**src/rtl/pipe_ctrl_pkg.sv**
```systemverilog
// Shared definitions for the pipeline stall/flush sequencer: FSM state encoding,
// the NOP instruction loaded by a flush, and a small state classification helper.
package pipe_ctrl_pkg;

  typedef enum logic [1:0] {
    ST_RUN      = 2'd0,
    ST_MEM_WAIT = 2'd1,
    ST_MDU_WAIT = 2'd2,
    ST_ILLEGAL  = 2'd3
  } state_e;

  // addi x0, x0, 0 -- what the datapath writes into a flushed pipeline register
  localparam logic [31:0] NOP_INSN = 32'h0000_0013;

  function automatic logic is_wait_state(input state_e s);
    return (s == ST_MEM_WAIT) || (s == ST_MDU_WAIT);
  endfunction

endpackage

```
**src/rtl/sat_counter.sv**
```systemverilog
// Enable-increment counter that sticks at all-ones instead of wrapping.
module sat_counter #(
  parameter int W = 32
) (
  input  logic         clk,
  input  logic         rst_n,
  input  logic         inc,
  output logic [W-1:0] count
);

  always_ff @(posedge clk or negedge rst_n) begin
    if (!rst_n) begin
      count <= '0;
    end else if (inc && (count != {W{1'b1}})) begin
      count <= count + W'(1);
    end
  end

endmodule

```
**src/rtl/pipeline_stall_controller.sv**
```systemverilog
// Stall/flush sequencer for the 5-stage RV32I pipeline: merges single-cycle hazards with
// data-memory and MDU waits, drives stage enables/flushes, and keeps perf counters.
module pipeline_stall_controller
  import pipe_ctrl_pkg::*;
#(
  parameter int CNT_W   = 32,
  parameter int TIMEOUT = 1024
) (
  input  logic             clk,
  input  logic             rst_n,
  input  logic             load_use_i,
  input  logic             jal_redirect_i,
  input  logic             ex_redirect_i,
  input  logic             dmem_req_i,
  input  logic             dmem_ready_i,
  input  logic             mdu_start_i,
  input  logic             mdu_done_i,
  output logic             en_pc_o,
  output logic             en_ifid_o,
  output logic             en_idex_o,
  output logic             en_exmem_o,
  output logic             en_memwb_o,
  output logic             flush_ifid_o,
  output logic             flush_idex_o,
  output logic             flush_exmem_o,
  output logic [1:0]       state_o,
  output logic [CNT_W-1:0] stall_cycles_o,
  output logic [CNT_W-1:0] flush_count_o,
  output logic             timeout_o
);

  localparam int WAIT_W = (TIMEOUT > 2) ? $clog2(TIMEOUT) : 1;
  localparam logic [WAIT_W-1:0] WAIT_LAST = WAIT_W'(TIMEOUT - 1);

  state_e            state_q;
  state_e            state_d;
  logic [WAIT_W-1:0] wait_cnt_q;
  logic              timeout_q;
  logic              freeze;
  logic              mdu_hold;

  always_ff @(posedge clk or negedge rst_n) begin
    if (!rst_n) begin
      state_q <= ST_RUN;
    end else begin
      state_q <= state_d;
    end
  end

  // Which wait (if any) owns this cycle; the remaining hazard rows only apply otherwise.
  always_comb begin
    state_d  = ST_RUN;
    freeze   = 1'b0;
    mdu_hold = 1'b0;
    unique case (state_q)
      ST_MEM_WAIT: begin
        if (!dmem_ready_i) begin
          freeze  = 1'b1;
          state_d = ST_MEM_WAIT;
        end else if (mdu_start_i && !mdu_done_i) begin
          mdu_hold = 1'b1;
          state_d  = ST_MDU_WAIT;
        end
      end
      ST_MDU_WAIT: begin
        // MEM carries a bubble while the MDU is busy, so dmem_req_i is irrelevant here
        if (!mdu_done_i) begin
          mdu_hold = 1'b1;
          state_d  = ST_MDU_WAIT;
        end
      end
      default: begin
        if (dmem_req_i && !dmem_ready_i) begin
          freeze  = 1'b1;
          state_d = ST_MEM_WAIT;
        end else if (mdu_start_i && !mdu_done_i) begin
          mdu_hold = 1'b1;
          state_d  = ST_MDU_WAIT;
        end
      end
    endcase
  end

  always_comb begin
    en_pc_o       = 1'b1;
    en_ifid_o     = 1'b1;
    en_idex_o     = 1'b1;
    en_exmem_o    = 1'b1;
    en_memwb_o    = 1'b1;
    flush_ifid_o  = 1'b0;
    flush_idex_o  = 1'b0;
    flush_exmem_o = 1'b0;
    if (freeze) begin
      en_pc_o    = 1'b0;
      en_ifid_o  = 1'b0;
      en_idex_o  = 1'b0;
      en_exmem_o = 1'b0;
      en_memwb_o = 1'b0;
    end else if (mdu_hold) begin
      en_pc_o       = 1'b0;
      en_ifid_o     = 1'b0;
      en_idex_o     = 1'b0;
      flush_exmem_o = 1'b1;
    end else if (ex_redirect_i) begin
      // the ID instruction is wrong-path, so any load-use stall on it is moot
      flush_ifid_o = 1'b1;
      flush_idex_o = 1'b1;
    end else if (load_use_i) begin
      en_pc_o      = 1'b0;
      en_ifid_o    = 1'b0;
      flush_idex_o = 1'b1;
    end else if (jal_redirect_i) begin
      flush_ifid_o = 1'b1;
    end
    if (!rst_n) begin
      en_pc_o       = 1'b0;
      en_ifid_o     = 1'b0;
      en_idex_o     = 1'b0;
      en_exmem_o    = 1'b0;
      en_memwb_o    = 1'b0;
      flush_ifid_o  = 1'b0;
      flush_idex_o  = 1'b0;
      flush_exmem_o = 1'b0;
    end
  end

  // Wait counter parks at TIMEOUT-1 so a very long wait cannot wrap it.
  always_ff @(posedge clk or negedge rst_n) begin
    if (!rst_n) begin
      wait_cnt_q <= '0;
      timeout_q  <= 1'b0;
    end else if (is_wait_state(state_q)) begin
      if (wait_cnt_q != WAIT_LAST) begin
        wait_cnt_q <= wait_cnt_q + WAIT_W'(1);
      end else begin
        timeout_q <= 1'b1;
      end
    end else begin
      wait_cnt_q <= '0;
    end
  end

  sat_counter #(.W(CNT_W)) u_stall_cnt (
    .clk   (clk),
    .rst_n (rst_n),
    .inc   (!en_pc_o),
    .count (stall_cycles_o)
  );

  sat_counter #(.W(CNT_W)) u_flush_cnt (
    .clk   (clk),
    .rst_n (rst_n),
    .inc   (flush_ifid_o),
    .count (flush_count_o)
  );

  assign state_o   = state_q;
  assign timeout_o = timeout_q;

endmodule
```
**config.mk**
```make
export PLATFORM = sky130hd
export DESIGN_NAME = pipeline_stall_controller
export DESIGN_NICKNAME = d
export VERILOG_FILES = /design/src/rtl/pipe_ctrl_pkg.sv /design/src/rtl/sat_counter.sv /design/src/rtl/pipeline_stall_controller.sv
export SDC_FILE = /design/constraint.sdc
export NUM_CORES = 1
export LEC_CHECK = 0
export BUFFER_PORTS_ARGS = -buffer_cell sky130_fd_sc_hd__buf_2
export CORE_MARGIN = 4
export CORE_UTILIZATION = 40
export DETAILED_ROUTE_END_ITERATION = 6
export PLACE_DENSITY = 0.71
export SYNTH_ARGS = -nofsm -noshare
export SYNTH_HDL_FRONTEND = slang
export SYNTH_SLANG_ARGS = --single-unit
```
**constraint.sdc**
```tcl
create_clock -name clk -period 4.75 [get_ports clk]
set_input_delay 0.2375 -clock clk [delete_from_list [all_inputs] [get_ports clk]]
set_output_delay 0.2375 -clock clk [all_outputs]
set_load 0.02 [all_outputs]
```
==> summary.md, run 1 <==
| Metric | Value |
|---|---|
| I/O pin count | `84` |
| Sw frac | `35.7%` |
| Worst setup margin | `1.42 ns` |
| Grt met2 use | `25.4%` |
| Asr flop ratio synth | `100%` |
| Syn nets | `399` |
| Outcome | `complete, no violations` |
| Post-CTS Setup Inserts | `0` |
| Netlist cell types | `42` |
| Share of power burned in registers | `45.0%` |
| Largest net degree at the start of global routing | `78` |
| Pre-CTS WS | `1.59 ns` |
| Routed length per instance | `14.8 µm` |
| Post-synthesis sequential area ratio | `48.7%` |
| Drt via density | `5.32` |
| Clk_skew | `0.0129 ns` |
| Die width | `107 µm` |
| Layout Area Growth over Synthesis | `19.4%` |
| Rel. slew slack | `35.0%` |
| Combinational share of power | `25.1%` |
| CTS Buf Count | `9` |
| Most frequent cells in the layout | `buf_2, dfrtp_1, xor2_1` |
| Commonest non-fill, non-tap cell in the layout | `buf_2` |
| Clock Path Buffers | `2` |
| Detailed Place HPWL | `6370 µm` |
| Number of DRC markers in iteration 0 | `155` |
| Mapped Cells | `385` |
| CTS tree | `yes` |
| Rows | `36` |
| Ant diodes | `0` |
| Fin crit period | `3.33 ns` |
| P_int | `1.23 mW` |
| Setup CP Type | `register to output pin` |
| Clock latency on the worst-skew pair | `0.34 ns` |
| Sw Pwr | `0.683 mW` |
| CP max-delay cell | `a211oi_4` |
| Post-synth EDFFs | `0` |
| Die height | `107 µm` |
| Vias in the first global route | `3162` |
| DRC | `0` |
| Initial antenna violation count | `0` |
| PortBufs | `83` |
| Synth warn | `0` |
| TNS Setup | `0 ns` |
| Slowest stage delay, CP | `0.72 ns` |
| Crit path cell chain | `inv_1 > ha_1 > mux2i_1 > o21ai_1 > a211oi_4 > buf_4 > buf_2` |
| Final setup vio count | `0` |
| GR Util met3 | `3.36%` |
| Detail Route Antenna Nets | `0` |
| Slew Viols, Final | `0` |
| Peak VDD IR | `304 µV` |
| Fin. Hold Viols | `0` |
| Hold path start | `dmem_ready_i` |
| Arrival @ worst endpoint | `3.10 ns` |
| Fill count | `904` |
| Initial Utilization | `40.8%` |
| First-pass GRT wire length | `14900 µm` |
| Primary FF master, synth | `dfrtp_1` |
| Die ar. | `11500 µm²` |
| Detailed-route via count | `3212` |
| Met1 Resource Use GR | `21.0%` |
| Layout cells sized above 1 | `25.7%` |
| Clk sinks | `77` |
| Post-Syn Area | `3950 µm²` |
| CP Data Required Time | `4.51 ns` |
| Hold buffer count at cts | `0` |
| CTS resizes | `0` |
| Leak pwr | `2.13 nW` |
| R2r startpoint | `state_o[0]` |
| Worst setup path startpoint | `state_o[0]` |
| P per Cell Area | `405 nW/µm²` |
| Fmax | `300 MHz` |
| GPL Wtd Cong | `0.862` |
| Slew @ Worst Pin | `0.975 ns` |
| Pre-antenna DRT Iters | `4` |
| Nets@finish | `480` |
| Total GRT Usage | `15.9%` |
| Hold_ws | `0.0933 ns` |
| Hold Crit Class | `input port to register` |
| RSZ-0062 raised after global routing | `no` |
| Buf/Inv on CP | `3` |
| Final wirelength | `8940 µm` |
| Nature of the critical path endpoint | `output pin` |
| Critical path startpoint category | `register` |
| Fin crit share | `70.2%` |
| Worst-path maximum fanout | `20` |
| Root buffer cell | `clkbuf_8` |
| Seq cells post-synth | `77` |
| Core area | `9680 µm²` |
| Clk pwr share | `29.9%` |
| Grt total ovfl | `0` |
| Max-Cap Viols | `0` |
| Clk pin slew, worst setup/hold paths | `0.08 ns` |
| Post-synthesis average cell area | `10.3 µm²` |
| Crit-path leading delay family | `compound AO/OA/AOI/OAI gates` |
| GRT busiest layer | `met2` |
| Htree depth | `3` |
[Yosys cell counts, types with 3 or more instances]
cell | n | area, µm²
buf_6 | 4 | 45.0
a21oi_1 | 3 | 15.0
nand3_2 | 3 | 30.0
and3_1 | 24 | 150
nand2_1 | 23 | 86.3
nand4_1 | 32 | 200
xnor2_1 | 32 | 280
mux2i_1 | 3 | 30.0
nor4_1 | 12 | 75.1
and4_1 | 5 | 43.8
nor2_1 | 27 | 101
nor4b_1 | 5 | 43.8
and2_1 | 5 | 31.3
xor2_1 | 36 | 315
nand3_1 | 25 | 125
dfrtp_1 | 77 | 1930
ha_1 | 5 | 62.6
clkbuf_1 | 9 | 33.8
and3_2 | 4 | 30.0
nor3_1 | 15 | 75.1
inv_1 | 9 | 33.8
[area by class of cell]
class                      count  area (µm²)  area share [%]
clock inverter                 7         105            2.23
timing repair buffer          87         448            9.49
tap                          133         166            3.53
multi-input combinational    282        1910            40.6
inverter                       9        33.8           0.716
clock buffer                   9         124            2.63
sequential                    77        1930            40.8
[logic make-up after synthesis]
kind of cell | share of synthesized area (%)
adder cells (fa/ha/maj) | 1.58
flip-flops | 48.7
multiplexers | 1.33
buffers and inverters | 3.48
XOR/XNOR | 15.1
AO/OA/AOI/OAI | 2.06
AND/OR/NAND/NOR | 27.7
[per-layer routing]
metal / wire, µm / vias to the layer above / share of wire, %
li1: - / 1522 / -
met1: 3910 / 1588 / 44
met2: 4400 / 89 / 49
met3: 508 / 13 / 5.7
met4: 121 / 0 / 1.4
met5: 0 / - / 0
[power groups by stage]
| stage | combinational (mW) | clock, mW | sequential, mW |
|---|---|---|---|
| 4_1_cts | 0.486 | 0.588 | 0.860 |
| 3_3_place_gp | 0.474 | 0 | 0.868 |
| 3_5_place_dp | 0.485 | 0 | 0.872 |
| 6_report | 0.480 | 0.572 | 0.861 |
| 2_1_floorplan | 0.216 | 0 | 0.961 |
| 5_1_grt | 0.524 | 0.614 | 0.879 |
[stage by stage]
stage / instance area, µm² / std cells / power [mW] / util, %
finish: 4720 / 604 / 1.91 / 48.7
global route: 4720 / 604 / 2.02 / 48.7
CTS: 4720 / 604 / 1.93 / 48.7
detailed placement: 4490 / 588 / 1.36 / 46.4
global placement: 4490 / 588 / 1.34 / 46.4
floorplan: 3950 / 385 / 1.18 / -
[worst paths after layout]
path	to	slack, ns	cells after the start
setup / recovery	flush_ifid_o	1.42	7
hold / removal	state_o[0]	0.09	2
setup reg to reg	u_flush_cnt.count[27]	1.60	8
hold reg to reg	timeout_o	0.49	1
max in group asynchronous	u_flush_cnt.count[29]	3.96	2
min in group asynchronous	u_stall_cnt.count[13]	0.15	2
[sequential cells by signal (all words and copies together), names as in the netlist]
name               cells
timeout_o              1
wait_cnt_q            10
u_flush_cnt.count     32
state_o                2
u_stall_cnt.count     32
(Power assumes the default switching activity.)
==> run 2, diff against run 1 <==
clock period = 3.3 ns   (was 4.75 ns; I/O delays follow)
==> run 2 against run 1 <==
Net effect: first-iteration DRC count rose by 58%; global-route usage rose by 0.41 points; count of clock-buffer cells in the layout is 1 higher; non-clock buffer count grew 7; combinational power rose by 48%; critical path type unchanged; highest routed layer unchanged.
==> summary.md, run 2 (synthesis gave the netlist of run 1 again) <==
| Metric | Value |
|---|---|
| Outcome | `complete, no violations` |
| Fmax | `352 MHz` |
| CTS resizes | `0 (unchanged)` |
| Layout cells sized above 1 | `26.6% (+0.88 points)` |
| CTS Buf Count | `9 (unchanged)` |
| Rows | `36 (unchanged)` |
| Final setup vio count | `0 (unchanged)` |
| Fin. Hold Viols | `0 (unchanged)` |
| Met2 wire length | `4250 µm (-3.4%)` |
| Critical Path End | `en_pc_o` |
| Final wirelength | `9040 µm (+1.1%)` |
| CTS tree | `yes` |
| PortBufs | `83 (unchanged)` |
| Clk sinks | `77 (unchanged)` |
| First-pass GRT wire length | `15200 µm (+2.3%)` |
| Share of power burned in registers | `44.1% (-0.9 points)` |
| Worst-path maximum fanout | `33 (+65%)` |
| TNS Setup | `0 ns (unchanged)` |
| Routed length per instance | `14.8 µm (about the same)` |
| FF-to-FF setup slack | `0.60 ns (-1.00 ns)` |
| Detailed-route via count | `3266 (+1.7%)` |
| Most frequent cells in the layout | `buf_2, dfrtp_1, xor2_1` |
| DRC | `0 (unchanged)` |
| Combinational share of power | `25.2% (about the same)` |
| Fin crit share | `86.1%` |
| Largest net degree at the start of global routing | `78 (unchanged)` |
| Sw frac | `33.9% (-1.8 points)` |
| Max-Cap Viols | `0 (unchanged)` |
| Uppermost layer routed | `met4` |
| Met3 wire len | `407 µm (-20%)` |
| Clk pin slew, worst setup/hold paths | `0.08 ns (about the same)` |
| Ant diodes | `0 (unchanged)` |
| Hold_ws | `0.0428 ns (-0.0505 ns)` |
| Nature of the critical path endpoint | `output pin` |
| Clk pwr share | `30.8% (+0.9 points)` |
| Worst R2R End | `u_stall_cnt.count[6]` |
| Slew Viols, Final | `0 (unchanged)` |
| I/O pin count | `84 (unchanged)` |
| Die width | `107 µm (unchanged)` |
| Initial antenna violation count | `0 (unchanged)` |
| Pre-antenna DRT Iters | `4 (unchanged)` |
| RSZ-0062 raised after global routing | `no` |
| Worst setup path startpoint | `state_o[0]` |
| Clock latency on the worst-skew pair | `0.35 ns (about the same)` |
| M1 WL | `4160 µm (+6.4%)` |
| Core area | `9680 µm² (unchanged)` |
| Arrival @ worst endpoint | `2.68 ns (-0.42 ns)` |
| FF-to-FF path depth | `8 (unchanged)` |
| Root buffer cell | `clkbuf_8` |
| Die height | `107 µm (unchanged)` |
| P per Cell Area | `586 nW/µm² (+45%)` |
| Leak pwr | `2.17 nW (+2.0%)` |
| Rel. slew slack | `34.6% (-0.39 points)` |
| Total GRT Usage | `16.3% (+0.41 points)` |
| Clock Path Buffers | `2 (unchanged)` |
| Number of DRC markers in iteration 0 | `245 (+58%)` |
| P_int | `1.87 mW (+52%)` |
| Total power | `2.82 mW (+48%)` |
| Vias in the first global route | `3148 (-0.44%)` |
| Hold Crit Class | `input port to asynchronous set/reset pin` |
| Fin crit period | `2.84 ns` |
| GPL Wtd Cong | `0.850 (-1.4%)` |
| Die ar. | `11500 µm² (unchanged)` |
| Nets@finish | `487 (+1.5%)` |
| CP Data Required Time | `3.13 ns (-1.38 ns)` |
| Layout Area Growth over Synthesis | `21.9%` |
| Peak VDD IR | `449 µV (+48%)` |
| Detail Route Antenna Nets | `0 (unchanged)` |
| Drt via density | `5.35 (+0.52%)` |
| Slew @ Worst Pin | `0.981 ns (+0.00578 ns)` |
| Htree depth | `3 (unchanged)` |
| Critical path startpoint category | `register` |
| Sw Pwr | `0.957 mW (+40%)` |
| Commonest non-fill, non-tap cell in the layout | `buf_2` |
| Top flop regs | `u_flush_cnt.count: 32 flops, u_stall_cnt.count: 32 flops, wait_cnt_q: 10 flops` |
| Clk_skew | `0.0112 ns (-0.00176 ns)` |
| R2r startpoint | `state_o[0]` |
| Initial Utilization | `40.8% (unchanged)` |
| Detailed Place HPWL | `6340 µm (-0.51%)` |
| Grt total ovfl | `0 (unchanged)` |
| Setup CP Type | `register to output pin` |
run 2: changes by cell type in the layout (fill, tap and decap cells not counted):
cell           before  now
buf_12              0    2
buf_4               5    9
bufinv_16           2    3
clkbuf_8            9   10
clkinvlp_4          0    2
dlygate4sd3_1       0    1
inv_6               2    0
inv_8               2    0
run 2: timing repair:
action	4_1_cts	5_1_grt
hold endpoints to repair	1	0
hold buffers	1	0
setup endpoints to repair	0	1
buffers inserted	0	4
run 2: cell type report:
type / count / area (µm²)
inverter: 9 / 33.8
clock inverter: 6 / 110
timing repair buffer: 94 / 528
sequential: 77 / 1930
clock buffer: 10 / 138
multi-input combinational: 282 / 1910
tap: 133 / 166
fill: 886 / 4870
run 2: worst min-delay path by stage:
stage / end / startpoint / slack, ns / cells past startpoint
global route: state_o[0] / dmem_req_i / 0.14 / 3
floorplan: state_o[0] / rst_n / -0.13 / 0
global placement: state_o[0] / dmem_ready_i / 0.36 / 2
finish: u_stall_cnt.count[7] / rst_n / 0.04 / 2
detailed placement: state_o[0] / dmem_ready_i / 0.37 / 2
CTS: u_stall_cnt.count[7] / rst_n / 0.1 / 2
run 2: metrics by stage:
step           cells  instance area [µm²]  util (%)  worst slack (ns)
6_report         611                 4820      49.7             0.459
5_1_grt          611                 4820      49.7             0.263
4_1_cts          607                 4770      49.3             0.158
3_5_place_dp     590                 4520      46.6             0.473
3_3_place_gp     590                 4520      46.6             0.637
2_1_floorplan    385                 3950         -             0.777
run 2: power by group through the flow:
stage               Sequential (mW)  Clock, mW  Combinational, mW
floorplan                      1.38          0              0.310
global placement               1.25          0              0.687
detailed placement             1.26          0              0.704
CTS                            1.25      0.893              0.707
global route                   1.27      0.926              0.775
finish                         1.24      0.869              0.710
run 2: worst max-delay path, stage by stage, from the launching register on:
cell,delay [ns]
dfrtp_1,0.38
inv_1,0.05
ha_1,0.55
mux2i_1,0.29
o21ai_1,0.22
a211oi_4,0.25
buf_4,0.36
buf_2,0.23
run 2: metal layers:
| layer | up-vias | track usage [%] |
|---|---|---|
| met2 | 95 | 25.6 |
| met3 | 19 | 3.06 |
| li1 | 1550 | - |
| met5 | - | 0 |
| met1 | 1602 | 21.9 |
| met4 | 0 | 7.48 |
